## src/rtl/dmem_arbiter_pkg.sv

```systemverilog
// Shared definitions for the dmem arbiter: word/address sizes, FSM state
// encodings and port identifiers.
package dmem_arbiter_pkg;

    localparam int ADDR_SIZE  = 15;
    localparam int INSTR_SIZE = 31;

    typedef enum logic [1:0] {
        ARB_IDLE  = 2'b00,
        ARB_ISSUE = 2'b01,
        ARB_WAIT  = 2'b10,
        ARB_RESP  = 2'b11
    } arb_state_e;

    localparam logic ARB_P0 = 1'b0;
    localparam logic ARB_P1 = 1'b1;

endpackage

```

## src/rtl/dmem_arbiter_rr_arb2.sv

```systemverilog
// Combinational two-way grant picker: round-robin against last_gnt, or
// fixed priority to port 0 when fixed_prio is set.
module rr_arb2
    import dmem_arbiter_pkg::*;
(
    input  logic [1:0] req,
    input  logic       last_gnt,
    input  logic       fixed_prio,
    output logic       gnt_id
);

    // Pick the winning port id from the current request vector.
    always_comb begin
        gnt_id = ARB_P0;
        case (req)
            2'b01:   gnt_id = ARB_P0;
            2'b10:   gnt_id = ARB_P1;
            2'b11: begin
                if (fixed_prio) begin
                    gnt_id = ARB_P0;
                end else begin
                    gnt_id = ~last_gnt;
                end
            end
            default: gnt_id = ARB_P0;
        endcase
    end

endmodule

```

## src/rtl/dmem_arbiter.sv

```systemverilog
// Two-port arbiter/sequencer sharing the single dmem port between the core
// (port 0) and a debug/loader master (port 1). Optional build macro:
// DMEM_ARB_FIXED_PRIO_EN selects fixed priority to port 0 instead of round-robin.
module dmem_arbiter
    import dmem_arbiter_pkg::*;
#(
    parameter int ADDR_W = ADDR_SIZE + 1,
    parameter int DATA_W = INSTR_SIZE + 1
)
(
    input  logic              clk,
    input  logic              reset,
    input  logic              p0_req,
    input  logic              p0_we,
    input  logic [ADDR_W-1:0] p0_addr,
    input  logic [DATA_W-1:0] p0_wdata,
    output logic              p0_ack,
    output logic [DATA_W-1:0] p0_rdata,
    input  logic              p1_req,
    input  logic              p1_we,
    input  logic [ADDR_W-1:0] p1_addr,
    input  logic [DATA_W-1:0] p1_wdata,
    output logic              p1_ack,
    output logic [DATA_W-1:0] p1_rdata,
    output logic [ADDR_W-1:0] m_addr,
    output logic              m_r_enable,
    output logic              m_w_enable,
    output logic [DATA_W-1:0] m_w_data,
    input  logic [DATA_W-1:0] m_r_data,
    input  logic              m_ready,
    output logic              busy
);

    arb_state_e        state_r;
    arb_state_e        state_s;
    logic              gnt_s;
    logic              gnt_id_r;
    logic              op_we_r;
    logic              last_gnt_r;
    logic              any_req_s;
    logic              fixed_prio_s;
    logic              sel_we_s;
    logic [ADDR_W-1:0] sel_addr_s;
    logic [DATA_W-1:0] sel_wdata_s;

`ifdef DMEM_ARB_FIXED_PRIO_EN
    assign fixed_prio_s = 1'b1;
`else
    assign fixed_prio_s = 1'b0;
`endif

    assign any_req_s = p0_req | p1_req;

    rr_arb2 u_rr_arb2 (
        .req        ({p1_req, p0_req}),
        .last_gnt   (last_gnt_r),
        .fixed_prio (fixed_prio_s),
        .gnt_id     (gnt_s)
    );

    // Route the winning port's command fields toward the latch stage.
    always_comb begin
        sel_we_s    = 1'b0;
        sel_addr_s  = '0;
        sel_wdata_s = '0;
        if (gnt_s == ARB_P1) begin
            sel_we_s    = p1_we;
            sel_addr_s  = p1_addr;
            sel_wdata_s = p1_wdata;
        end else begin
            sel_we_s    = p0_we;
            sel_addr_s  = p0_addr;
            sel_wdata_s = p0_wdata;
        end
    end

    // Next-state decode for the IDLE/ISSUE/WAIT/RESP sequencer.
    always_comb begin
        state_s = state_r;
        case (state_r)
            ARB_IDLE: begin
                if (any_req_s) begin
                    state_s = ARB_ISSUE;
                end else begin
                    state_s = ARB_IDLE;
                end
            end
            ARB_ISSUE: begin
                if (op_we_r) begin
                    state_s = ARB_RESP;
                end else begin
                    state_s = ARB_WAIT;
                end
            end
            ARB_WAIT: begin
                if (m_ready) begin
                    state_s = ARB_RESP;
                end else begin
                    state_s = ARB_WAIT;
                end
            end
            ARB_RESP: state_s = ARB_IDLE;
            default:  state_s = ARB_IDLE;
        endcase
    end

    // State register.
    always_ff @(posedge clk or negedge reset) begin
        if (!reset) begin
            state_r <= ARB_IDLE;
        end else begin
            state_r <= state_s;
        end
    end

    // Command latch, dmem strobes, read-data capture and registered acks.
    always_ff @(posedge clk or negedge reset) begin
        if (!reset) begin
            gnt_id_r   <= ARB_P0;
            op_we_r    <= 1'b0;
            last_gnt_r <= ARB_P1;
            m_addr     <= '0;
            m_w_data   <= '0;
            m_r_enable <= 1'b0;
            m_w_enable <= 1'b0;
            p0_rdata   <= '0;
            p1_rdata   <= '0;
            p0_ack     <= 1'b0;
            p1_ack     <= 1'b0;
            busy       <= 1'b0;
        end else begin
            case (state_r)
                ARB_IDLE: begin
                    if (any_req_s) begin
                        gnt_id_r   <= gnt_s;
                        op_we_r    <= sel_we_s;
                        last_gnt_r <= gnt_s;
                        m_addr     <= sel_addr_s;
                        m_w_data   <= sel_wdata_s;
                        m_r_enable <= ~sel_we_s;
                        m_w_enable <= sel_we_s;
                    end
                end
                ARB_ISSUE: begin
                    m_r_enable <= 1'b0;
                    m_w_enable <= 1'b0;
                end
                ARB_WAIT: begin
                    // Only the granted port's rdata moves; the other holds.
                    if (m_ready) begin
                        if (gnt_id_r == ARB_P1) begin
                            p1_rdata <= m_r_data;
                        end else begin
                            p0_rdata <= m_r_data;
                        end
                    end
                end
                ARB_RESP: begin
                    m_r_enable <= 1'b0;
                    m_w_enable <= 1'b0;
                end
                default: begin
                    m_r_enable <= 1'b0;
                    m_w_enable <= 1'b0;
                end
            endcase
            p0_ack <= (state_s == ARB_RESP) && (gnt_id_r == ARB_P0);
            p1_ack <= (state_s == ARB_RESP) && (gnt_id_r == ARB_P1);
            busy   <= (state_s != ARB_IDLE);
        end
    end

endmodule
```

## config.mk

```make
export PLATFORM = sky130hd
export DESIGN_NAME = dmem_arbiter
export DESIGN_NICKNAME = d
export VERILOG_FILES = /design/src/rtl/dmem_arbiter_pkg.sv /design/src/rtl/dmem_arbiter_rr_arb2.sv /design/src/rtl/dmem_arbiter.sv
export SDC_FILE = /design/constraint.sdc
export NUM_CORES = 1
export LEC_CHECK = 0
export BUFFER_PORTS_ARGS = -buffer_cell sky130_fd_sc_hd__buf_4
export CAP_MARGIN = 10
export CORE_MARGIN = 5
export CORE_UTILIZATION = 51
export CTS_BUF_LIST = sky130_fd_sc_hd__clkbuf_4
export DETAILED_ROUTE_END_ITERATION = 16
export HOLD_SLACK_MARGIN = 0.05
export PLACE_DENSITY = 0.94
export SETUP_SLACK_MARGIN = 0.15
export SLEW_MARGIN = 20
export SYNTH_ARGS = -nofsm -noshare
export SYNTH_HDL_FRONTEND = slang
export SYNTH_SLANG_ARGS = --single-unit
```

## constraint.sdc

```tcl
create_clock -name clk -period 3.8 [get_ports clk]
set_clock_uncertainty 0.1 [all_clocks]
set_input_delay 0.76 -clock clk [delete_from_list [all_inputs] [get_ports clk]]
set_output_delay 0.76 -clock clk [all_outputs]
set_load 0.01 [all_outputs]
```

* Word-level counts from Yosys, hierarchy flattened
Index checks and enable logic that the tools add are counted.
** Storage, ports and cells
- Bits of input ports :: 135
- Flip-flop bits (word level) :: 122
- Output and inout port bits :: 117
** Operators by class
- Muxes and demuxes :: 12
- Bitwise logic cells :: 4
- Reduce and logical (&&, ||, !) cells :: 10
- Equal/unequal tests :: 7
** Operators with widths (number)
- 32-bit 2-to-1 mux :: 1
- 16-bit 2-to-1 mux :: 1
- 2-bit equality test (second input constant) :: 5
- 2-bit case mux with 4 select lines :: 1
- 1-bit 2-to-1 mux :: 6
- 1-bit case mux with 2 select lines :: 3
- 3-bit AND reduction :: 2
- 2-bit AND reduction :: 2
- 2-bit nonzero test :: 2
- 1-bit NOT :: 3
- 2-bit by 1-bit equality test with 1-bit output (second input constant) :: 1
- 1-bit logical AND :: 2
- 2-bit logical NOT :: 1
- 2-bit inequality test (second input constant) :: 1
- 2-bit OR reduction :: 1
- 1-bit OR :: 1

* Depth between registers and ports, before layout
Gate-level depths: netlist of the first run.
- Depth after elaboration :: 6
- Gate-level depth with buffers :: 7
- Depth with buffers taken out :: 5

* Hierarchy
From an unflattened synthesis of the first run, not the netlist that was laid out.
** Second synthesis, totals
- Cells, all modules :: 388
- Area total of the unflattened synthesis :: 5028.6 µm²
** By module, submodules not included
- dmem_arbiter :: cells each 386, times used 1, sequential area each 3054.2 µm², area each 5017.3 µm²
- rr_arb2 :: cells each 2, times used 1, sequential area each 0.0 µm², area each 11.3 µm²

* Least setup slack after synthesis of the first run
OpenSTA, ideal clock, no wires.
- Path kind :: in2reg
- Start :: input port p1_req
- End :: register m_w_enable
- Data required time :: 3.572 ns
- Path buffers :: 2
- Setup time :: 0.128 ns
- Cell stages on the path :: 5
- Data arrival time :: 1.521 ns
- Path slack :: 2.051 ns
- Cell sequence :: a21boi_2 buf_6 buf_12 mux2i_1 o21ai_1
** On the way
- Longest elaborated chain between the ends :: 5
** RTL lines
- from (decl) :: line dmem_arbiter.sv:19 : input logic p1_req,
- 2-bit equality test :: line dmem_arbiter_rr_arb2.sv:15 : case (req)
- 1-bit case mux with 2 select lines :: line dmem_arbiter_rr_arb2.sv:15
- 1-bit 2-to-1 mux :: line dmem_arbiter.sv:66 : if (gnt_s == ARB_P1) begin
- 1-bit 2-to-1 mux :: line dmem_arbiter.sv:134 : if (any_req_s) begin
- 1-bit case mux with 2 select lines :: line dmem_arbiter.sv:132 : case (state_r)
- to (signal assigned) :: line dmem_arbiter.sv:141 : m_w_enable <= sel_we_s;
- to (decl) :: line dmem_arbiter.sv:27 : output logic m_w_enable,
Parallel ways exist; a longest one is shown, timed or not. The select of a mux whose other input is x is not followed.
A chain may end at the register's enable or synchronous reset.

* Worst setup path after layout of the first run
- Start :: register state_r[0]
- End :: register m_addr[1]
** On the way
- Longest elaborated chain between the ends :: 2
** RTL lines
- from (decl) :: line dmem_arbiter.sv:34 : arb_state_e state_r;
- from (signal assigned) :: line dmem_arbiter.sv:112 : state_r <= state_s;
- 2-bit logical NOT :: line dmem_arbiter.sv:132
- 2-bit AND reduction (no source line)
- to (signal assigned) :: line dmem_arbiter.sv:138 : m_addr <= sel_addr_s;
- to (decl) :: line dmem_arbiter.sv:25 : output logic [ADDR_W-1:0] m_addr,
No other way between the ends.

==> results.cfg, run 1 <==
[setup_path]
worst_path_max_delay_cell = buf_4
path_buf_inv = 2
max_stage_delay_ns = 0.63
path_cells = inv_1 -> ha_1 -> o21ai_4 -> buf_4 -> o21ai_0
cp-start-kind = flip-flop
critPathRequiredTime_ns = 4.06
crit_family = buffers and inverters
crit_type = flip-flop to flip-flop
cp-end-kind = flip-flop
cp.arrival_ns = 2.42
path_max_fanout = 86

[die]
coreArea_um2 = 9729
fp.dieW_um = 109.7
dieArea_um2 = 12040
floorplan.initialDensity_pct = 52.11
ios = 252
rows = 36
dieHeight_um = 109.7

[global_routing]
grt_max_degree = 87
antenna_found_initial = 0
grt_pass1_wl_um = 21900
overflow = 0
grt_usage_pct = 24.23
grt_pass1_vias = 4296

[power]
p_comb_share_pct = 44.6
p_int_mw = 3.725
seqPwrFrac_pct = 40.0
p_leak_nw = 3.700
clockPowerShare_pct = 15.4
p_per_area_nw_per_um2 = 799.3
netSwitchingPower_mw = 2.113
ir_worst_vdd_mv = 0.3228
totalPowerFinal_mw = 5.838
switching_share_pct = 36.20

[clock_tree]
cts.sinks = 122
cts-htree-levels = 4
cts_buffers = 17
clk_pin_slew_worst_paths_ns = 0.13
cts_tree = done
insertion_delay_ns = 0.51
cts_root_buffer = clkbuf_4
clock_path_buffers = 2
post-cts-setup-buffers = 0
cts.repair.resized = 0
hold_buffers = 0

[logic_synthesis]
synth_area_leader_cell = dfrtp_1
synth_mux_area_share_pct = 23.89
synth_top_area_share_pct = 59.72
synth.area.top_cells = dfrtp_1, mux2_2, mux2i_1
synth-compound-area-share_pct = 6.417
ys.warnings.count = 0
synth-edff-count = 0
async_flop_share_pct = 100.0
synth_nets = 523
synth_cell_types = 31
syn_area_um2 = 5070
synthCells = 383
ys_top_cells_by_count = dfrtp_1, mux2_2, mux2i_1, nand2_1, o21ai_0
synth_ff_type = dfrtp_1
synth_top_family_by_area = multiplexers
syn_area_per_cell_um2 = 13.24
synthXorXnorAreaFrac_pct = 0
synth_seq_area_share_pct = 60.24
synth-seq-cells = 122
yosys.area_share.adder_pct = 1.234
synth_simple_gate_area_share_pct = 4.664
yosys.cell_count.top_type = dfrtp_1

[drt]
dr.pass1.iters = 4
drt_iter0_drc = 157
routed_wl_um = 14280
postRouteAntennaNets = 0
drc_errors = 0
post_drt_wl_per_cell_um = 18.22
vias_per_cell = 5.065
vias = 3971

[min_path]
hold_class = input port to asynchronous set/reset pin

[place]
dp_slack_ns = 1.359
portBuffers = 251
dp_hpwl_um = 10930
place_congestion = 0.7374
placed_area_um2 = 7019

[timing]
final.setup.tns_ns = 0
finalSetupViolCount = 0
setup_slack_ns = 1.639
rsz0062_at_grt = no
post-route-period-util_pct = 56.88
hold_viol = 0
slew_headroom_pct = 40.15
drv_slew = 0
period_needed_ns = 2.161
worst_pin_slew_ns = 0.8977
clock.fmax_mhz = 462.7

[cells_and_area]
nets = 777
fillers = 645
areaGrowthSynthToFinish_pct = 44.05
fin_area_um2 = 7303
drive_above_1_share_pct = 54.77
fin_util_pct = 75.06

[run]
drv_cap = 0

[status]
status = complete, no violations
routing by layer:
layer	wire, um	GRT usage, %	share of wire (%)
met1	5267	27.76	37
met2	7437	42.28	52
met3	1244	7.986	8.7
met4	332	8.816	2.3
met5	0	0	0
final timing paths:
check,start,end,slack [ns],depth (start not counted)
worst min register to register,m_w_data[30]$_DFFE_PN0P_,m_w_data[30]$_DFFE_PN0P_,0.40,2
max in group asynchronous,reset,last_gnt_r$_DFFE_PN1P_,2.42,2
worst max register to register,state_r[0]$_DFF_PN0_,m_addr[1]$_DFFE_PN0P_,1.64,5
min in group clk,p0_req,last_gnt_r$_DFFE_PN1P_,0.34,2
worst max-delay path,state_r[0]$_DFF_PN0_,m_addr[1]$_DFFE_PN0P_,1.64,5
worst min-delay path,reset,p0_rdata[13]$_DFFE_PN0P_,0.23,1
through the flow:
| step | instances | hold slack, ns |
|---|---|---|
| finish | 784 | 0.2323 |
| global route | 783 | 0.2673 |
| CTS | 783 | 0.2548 |
| detailed placement | 751 | 0.3722 |
| global placement | 751 | 0.3638 |
| floorplan | 383 | 0.3561 |
cell type report:
type | count | area [um^2] | area share (%)
flip-flops and latches | 122 | 3054 | 41.82
clock inverters | 14 | 146.4 | 2.004
diodes | 1 | 2.502 | 0.03426
multi-input cells | 236 | 1854 | 25.39
clock buffers | 18 | 135.1 | 1.850
inverters | 2 | 7.507 | 0.1028
repair buffers | 258 | 1937 | 26.52
well taps | 133 | 166.4 | 2.279
placed cells by master, fill, tap and decap left out, types with 2 or more instances in the layout:
master,Yosys,final
inv_1,2,2
a21oi_1,2,2
o21ai_0,48,48
clkinvlp_4,0,4
dfrtp_1,121,121
mux2i_1,49,49
clkinv_1,0,2
mux2_2,64,64
buf_4,0,258
nor2_1,2,2
inv_6,0,3
ha_1,5,5
clkinv_4,0,2
nand2_1,49,49
clkbuf_4,0,18
bufinv_16,0,2
o21ai_1,3,2
state kept, by name, indices dropped and copies added, names as in the netlist, 2 cells and up:
name and count:
m_w_data 32, m_addr 16, p1_rdata 32, state_r 2, p0_rdata 32
kinds of logic after synthesis:
group	Yosys count
buffers and inverters	25
AO/OA/AOI/OAI	60
multiplexers	113
AND/OR/NAND/NOR	58
flip-flops	122
adder cells (fa/ha/maj)	5
power groups by stage:
| stage | Clock (mW) | Combinational [mW] | Sequential, mW |
|---|---|---|---|
| after CTS | 0.918 | 2.64 | 2.34 |
| after floorplan | 0 | 0.996 | 2.56 |
| after global placement | 0 | 2.50 | 2.29 |
| after detailed placement | 0 | 2.63 | 2.35 |
| after global routing | 0.986 | 2.84 | 2.41 |
| final | 0.900 | 2.60 | 2.33 |
worst register-to-register path, stage by stage, from the launching register on:
cell	delay, ns
dfrtp_1	0.40
inv_1	0.09
ha_1	0.31
o21ai_4	0.21
buf_4	0.63
o21ai_0	0.26
Note: power is estimated with default switching activity, not from simulation.
==> run 2: changes to the inputs <==
CORE_UTILIZATION = 47   (was 51)
PLACE_DENSITY = 0.88   (was 0.94)
clock period = 2.15 ns   (was 3.8 ns; I/O delays follow)
==> results.cfg, run 2 (same netlist as run 1, synthesis figures left out) <==
[timing]
drv_slew = 0
final.setup.tns_ns = 0
clock.fmax_mhz = 583.3
period_needed_ns = 1.714
rsz0062_at_grt = no
post-route-period-util_pct = 79.74
setup_slack_ns = 0.4356
worst_pin_slew_ns = 0.7373
finalSetupViolCount = 0
hold_viol = 0
slew_headroom_pct = 50.84

[power]
ir_worst_vdd_mv = 0.7153
p_comb_share_pct = 45.8
p_int_mw = 6.601
netSwitchingPower_mw = 3.639
clockPowerShare_pct = 14.1
p_leak_nw = 3.873
seqPwrFrac_pct = 40.1
switching_share_pct = 35.54
p_per_area_nw_per_um2 = 1328
totalPowerFinal_mw = 10.24

[cells_and_area]
fillers = 708
reg.largest.list = m_w_data (32), p0_rdata (32), p1_rdata (32)
nets = 813
areaGrowthSynthToFinish_pct = 52.05
final_cell_mix = buf_4, dfrtp_1, mux2_2
stdcell_count = 826
drive_above_1_share_pct = 52.33
antenna_cells = 0
final_common_cell = buf_4

[setup_path]
cp-start-kind = flip-flop
path_max_fanout = 32
cp-end-kind = flip-flop
cp.arrival_ns = 1.97
crit_type = flip-flop to flip-flop
critPathRequiredTime_ns = 2.41

[place]
dp_slack_ns = 0.1554
place_congestion = 0.8007
dp_hpwl_um = 9981
place_inst = 760
portBuffers = 251

[min_path]
hold_class = input port to flip-flop

[global_routing]
antenna_found_initial = 0
grt_max_degree = 47
use_met1_pct = 25.77
grt_pass1_vias = 4294
grt_usage_pct = 20.85
use_met2_pct = 35.10
top_usage_layer = met2
met3_usage_pct = 6.313
grt_pass1_wl_um = 21200
overflow = 0

[clock_tree]
cts_tree = done
clock_path_buffers = 2
cts_root_buffer = clkbuf_4
cts.repair.resized = 0
cts_buffers = 17
cts-htree-levels = 4
post-cts-setup-buffers = 0
cts.sinks = 122
insertion_delay_ns = 0.47
clk_pin_slew_worst_paths_ns = 0.11

[drt]
vias = 4103
drc_errors = 0
postRouteAntennaNets = 0
drt_iter0_drc = 220
vias_per_cell = 4.967
dr.pass1.iters = 4
routed_wl_um = 13940
post_drt_wl_per_cell_um = 16.88

[die]
dieArea_um2 = 12960
floorplan.initialDensity_pct = 47.39
dieHeight_um = 113.9
ios = 252
rows = 38
fp.dieW_um = 113.9
coreArea_um2 = 10700

[run]
drv_cap = 0

[status]
status = complete, no violations
-- run 2: cell types whose count changed in the layout (fill, tap and decap cells not counted), sizes merged --
| cell | change |
|---|---|
| clkinv | +2 |
| inv | -2 |
| clkbuf | +2 |
| bufinv | -1 |
| buf | +2 |
| o21ai | +1 |
| diode | -1 |
| dlygate4sd3 | +33 |
| clkinvlp | -1 |
-- run 2: worst paths after layout --
| kind | startpoint | to | slack, ns | cells after the start |
|---|---|---|---|---|
| worst max-delay path | state_r[0]$_DFF_PN0_ | p0_rdata[29]$_DFFE_PN0P_ | 0.44 | 5 |
| worst min-delay path | m_r_data[16] | p0_rdata[16]$_DFFE_PN0P_ | 0.12 | 2 |
| worst max register to register | state_r[0]$_DFF_PN0_ | p0_rdata[29]$_DFFE_PN0P_ | 0.44 | 5 |
| worst min register to register | m_w_data[29]$_DFFE_PN0P_ | m_w_data[29]$_DFFE_PN0P_ | 0.39 | 2 |
| max in group asynchronous | reset | p0_rdata[31]$_DFFE_PN0P_ | 0.89 | 3 |
| min in group asynchronous | reset | p0_rdata[7]$_DFFE_PN0P_ | 0.40 | 2 |
-- run 2: routing by layer --
metal,share of wire [%],up-vias
li1,-,1928
met1,38,1962
met2,51,193
met3,9.2,20
met4,1.5,0
met5,0,-
-- run 2: power by group through the flow --
stage | combinational, mW | clock, mW | sequential [mW]
2_1_floorplan | 1.76 | 0 | 4.53
3_3_place_gp | 4.51 | 0 | 4.07
3_5_place_dp | 4.67 | 0 | 4.13
4_1_cts | 4.71 | 1.49 | 4.10
5_1_grt | 5.12 | 1.60 | 4.25
6_report | 4.69 | 1.44 | 4.11
-- run 2: cell type report --
| cell class | count | area [um^2] | area share, % |
|---|---|---|---|
| Inverter | 2 | 7.507 | 0.09739 |
| Clock inverter | 12 | 101.3 | 1.315 |
| Sequential cell | 122 | 3054 | 39.62 |
| Tap cell | 140 | 175.2 | 2.272 |
| Multi-Input combinational cell | 237 | 1863 | 24.17 |
| Timing Repair Buffer | 293 | 2357 | 30.58 |
| Clock buffer | 20 | 150.1 | 1.948 |
-- run 2: critical path: stages, from the launching register on --
cell and delay, ns:
dfrtp_1 0.41, inv_1 0.10, ha_1 0.24, nand3b_1 0.14
buf_12 0.22, mux2_2 0.37
-- run 2: repair_timing --
action / in CTS / in global routing
setup endpoints to repair: 0 / 1
hold endpoints to repair: 72 / 14
hold buffers: 25 / 8
-- run 2: per-stage QoR --
stage | util [%] | cell area, um^2 | hold slack, ns
final | 72.06 | 7709 | 0.1157
after global placement | 66.54 | 7118 | 0.3378
after global routing | 72.06 | 7709 | 0.05190
after detailed placement | 66.54 | 7118 | 0.3527
after floorplan | - | 5070 | 0.03441
after CTS | 71.23 | 7620 | 0.05095
